===== src/rtl/fib_pkg.sv =====
// Shared definitions for the Fibonacci checker: sequence length, term table
// and the HUNT/LOCK state encoding. Also used by the Fib generator bench.
package fib_pkg;

  localparam int FIB_LEN = 10;

  // Term at index i lives in entry [i].
  localparam logic [FIB_LEN-1:0][5:0] FIB_TABLE = {
    6'd34, 6'd21, 6'd13, 6'd8, 6'd5, 6'd3, 6'd2, 6'd1, 6'd1, 6'd0
  };

  localparam logic [3:0] LAST_IDX = 4'(FIB_LEN - 1);

  typedef logic state_t;
  localparam state_t ST_HUNT = 1'b0;
  localparam state_t ST_LOCK = 1'b1;

endpackage


===== src/rtl/fib_rom.sv =====
// Combinational term lookup: 4-bit index to 6-bit Fibonacci term.
// Indices past the end of the table return 0.
module fib_rom
  import fib_pkg::*;
(
  input  logic [3:0] idx,
  output logic [5:0] term
);

  // Compare against every table slot so out-of-range indices fall through to 0.
  always_comb begin
    term = '0;
    for (int i = 0; i < FIB_LEN; i++)
      if (idx == 4'(i)) term = FIB_TABLE[i];
  end

endmodule


===== config.mk =====
export PLATFORM = sky130hd
export DESIGN_NAME = fib_rom
export DESIGN_NICKNAME = d
export VERILOG_FILES = /design/src/rtl/fib_pkg.sv /design/src/rtl/fib_rom.sv
export SDC_FILE = /design/constraint.sdc
export NUM_CORES = 1
export LEC_CHECK = 0
export CAP_MARGIN = 40
export CORE_AREA = 5 5 42 44
export DETAILED_ROUTE_END_ITERATION = 10
export DIE_AREA = 0 0 47 49
export PLACE_DENSITY = 0.31
export SYNTH_ARGS = -nofsm -noshare
export SYNTH_HDL_FRONTEND = slang
export SYNTH_SLANG_ARGS = --single-unit

===== constraint.sdc =====
create_clock -name vclk -period 1
set_clock_uncertainty 0.05 [all_clocks]
set_input_delay 0.2 -clock vclk [all_inputs]
set_output_delay 0.2 -clock vclk [all_outputs]
set_load 0.01 [all_outputs]

==> impl_summary.txt <==
----------------------------------------------------
[Layout]
  Fraction of final layout cells sized beyond drive strength 1 ... 93.9%
  Sequential cells ... 0
  Area taken by flip-flops and latches ... 0 sq um
  Net count reported at finish ... 39
  # diodes ... 0
  Clock tree buffer count of the final layout ... 0
  Layout Area Growth over Synthesis ... 232%

[Die]
  Area of the core ... 1400 sq um
  I/O pin count ... 10
  DIE WIDTH ... 47 um
  Starting Density ... 7.77%
  DIE AREA ... 2300 sq um
  Row count ... 14
  Die outline height ... 49 um

[STA]
  Maximum frequency from static timing analysis ... 802 MHz
  Time the final worst path needs with I/O delays and setup ... 1.25 ns
  Worst-margin pin slew ... 0.212 ns
  RSZ-0062 raised after global routing ... yes
  Part of the cycle the worst path needs ... 125%
  # setup viols final ... 6
  Total count of max-transition violations in the final report ... 0
  Final critical-path setup slack ... -0.246 ns
  Worst slew slack as a fraction of its limit ... 85.8%
  Hold Vio Cnt, Final ... 0

[Hold path]
  Class of the most critical hold timing path ... input port to output port

[Placed design]
  HPWL after detailed placement ... 380 um
  GPL Wtd Cong ... 0.737
  Number of port buffers ... 10
  Placement Setup Slack ... -1.14 ns

[Setup path]
  Worst path max stage delay ... 0.22 ns
  Worst-path fanout max ... 5
  Max stage delay cell, worst path ... sky130_fd_sc_hd__nor4b_4
  Most repeated library cell on the critical path ... sky130_fd_sc_hd__buf_6
  Path type of the worst setup path ... input port to output port
  CP Launch Type ... input port
  Kind of capture point of the worst setup path ... output port
  Family with the most delay on the worst path ... buffers and inverters
  Cell Chain, Critical Path ... buf_8, buf_6, nor4b_4, buf_4, o21bai_4, buf_6
  Critical path buffers and inverters ... 4
  Critical path arrival ... 1.00 ns
  Critical path required time ... 0.75 ns

[Global route]
  Global-route usage over all layers ... 4.56%
  Antenna violations before repair ... 0
  Overall overflow remaining after global route ... 0
  Largest net degree at the start of global routing ... 8
  Vias in the first global route ... 200
  First-pass GRT wire length ... 841 um

[Status]
  Result of the run ... finished, violations left
  Violated checks ... setup timing

[Pwr]
  Cell leakage power ... 0.174 nW
  Clock power frac ... 0%
  Pwr per Cell Area ... 402 nW/um^2
  Post-layout total power ... 0.000146 W
  Sw Pwr ... 0.0000602 W
  Switch share ... 41.3%
  Peak supply drop ... 0.000125 V
  Part of the power in combinational logic ... 100.0%
  P_int ... 0.0000853 W
  Proportion of power drawn by flip-flops and latches ... 0%

[Yosys]
  Synthesized Nets ... 18
  Synth Area in Simple Gates ... 55.2%
  Sequential share of the synthesized area ... 0%
  Synth Area in Compound Gates ... 41.4%
  Number of different library cells in the post-synthesis netlist ... 14
  Dominant combinational cell family by area after synthesis ... simple AND/OR/NAND/NOR gates
  Proportion of synthesized area in mux cells ... 0%
  Post-synth top area cell ... sky130_fd_sc_hd__nor4b_2
  Post-synthesis xor/xnor area fraction ... 0%
  Post-synthesis instance total ... 14
  YS warnings ... 0
  Area fraction of the dominant cell type after synthesis ... 13.8%
  Top cells by area in the synthesized netlist ... sky130_fd_sc_hd__nor4b_2, sky130_fd_sc_hd__o21bai_2, sky130_fd_sc_hd__o221a_2
  Post-Synthesis Mean Instance Area ... 7.78 sq um
  Mapped cell area ... 109 sq um
  Post-synthesis adder-cell area fraction ... 0%

[Detailed routing]
  Wire length after detailed routing ... 526 um
  First-iteration detailed-routing DRC count ... 1
  Number of vias per cell after detailed routing ... 3.88
  Number of detailed-route iterations in the first pass ... 4
  Vias after detailed routing ... 190
  DRT antenna net count ... 0
  Per-cell routed wire length ... 10.7 um
  Drt drc ... 0

[Run]
  Max-cap violations ... 0

----------------------------------------------------
[worst min-delay path, delay by kind of cell]
kind / cells / cell delay, ns
compound gates: 1 / 0.07
buf+inv: 2 / 0.22
[cells in the mapped netlist (all sizes together)]
master and count:
o221a 1, o21bai 1, nor2 1, nor2b 1, and2 1, o32ai 1
inv 1, a21oi 1, nand2b 1, a21o 1, and3b 1, nor4b 2
nand2 1
[final timing paths]
| check | startpoint | to | depth (start not counted) |
|---|---|---|---|
| worst max-delay path | idx[2] | term[0] | 6 |
| worst min-delay path | idx[3] | term[0] | 3 |
[power by group through the flow]
stage	logic, W	registers, W	clock network, W
after floorplan	0.0000403	0	0
after global placement	0.000108	0	0
after detailed placement	0.000109	0	0
after CTS	0.000131	0	0
after global routing	0.000154	0	0
final	0.000146	0	0
[routing by layer]
layer	global-route usage (%)	vias up	share of wire [%]
met4	0	0	0
met1	5.22	85	41
li1	-	95	-
met5	0	-	0
met3	1.85	0	13
met2	8.14	10	46
[cell usage in the layout (no fill, tap or decap), drive strengths merged]
cell,netlist,routed
a21oi,1,1
nor4b,2,2
nor2,1,1
nand2,1,1
o32ai,1,1
buf,0,18
inv,1,1
o221a,1,1
and2,1,1
nand2b,1,1
a21o,1,1
and3b,1,1
o21bai,1,1
clkbuf,0,1
nor2b,1,1
[cell type report]
| cell class | instances | area [sq um] |
|---|---|---|
| inverter | 1 | 3.75 |
| multi-input combinational | 13 | 175 |
| tap | 16 | 20.0 |
| fill | 158 | 1040 |
| timing repair buffer | 19 | 163 |
[cells by family after synthesis]
family	after synthesis
buf+inv	1
compound gates	5
simple gates	8
[stage by stage]
step	hold slack (ns)	instance area [sq um]	utilization (%)	std cells	TNS [ns]
6_report	0.635	362	25.8	49	-1.19
3_5_place_dp	1.48	275	19.6	44	-6.53
2_1_floorplan	0.381	125	-	14	0
3_3_place_gp	1.48	275	19.6	44	-6.47
5_1_grt	0.654	362	25.8	49	-1.40
4_1_cts	0.717	335	23.9	48	-1.63
[repair_timing]
| item | in CTS | in global routing |
|---|---|---|
| endpoints found under the setup margin | 6 | 6 |
| gates resized for setup | 52 | 13 |
| pin swaps | 2 | 5 |
| hold buffers | 0 | 0 |
| hold endpoints to repair | 0 | 0 |
| setup buffers | 4 | 1 |
Note: power is estimated with default switching activity, not from simulation.
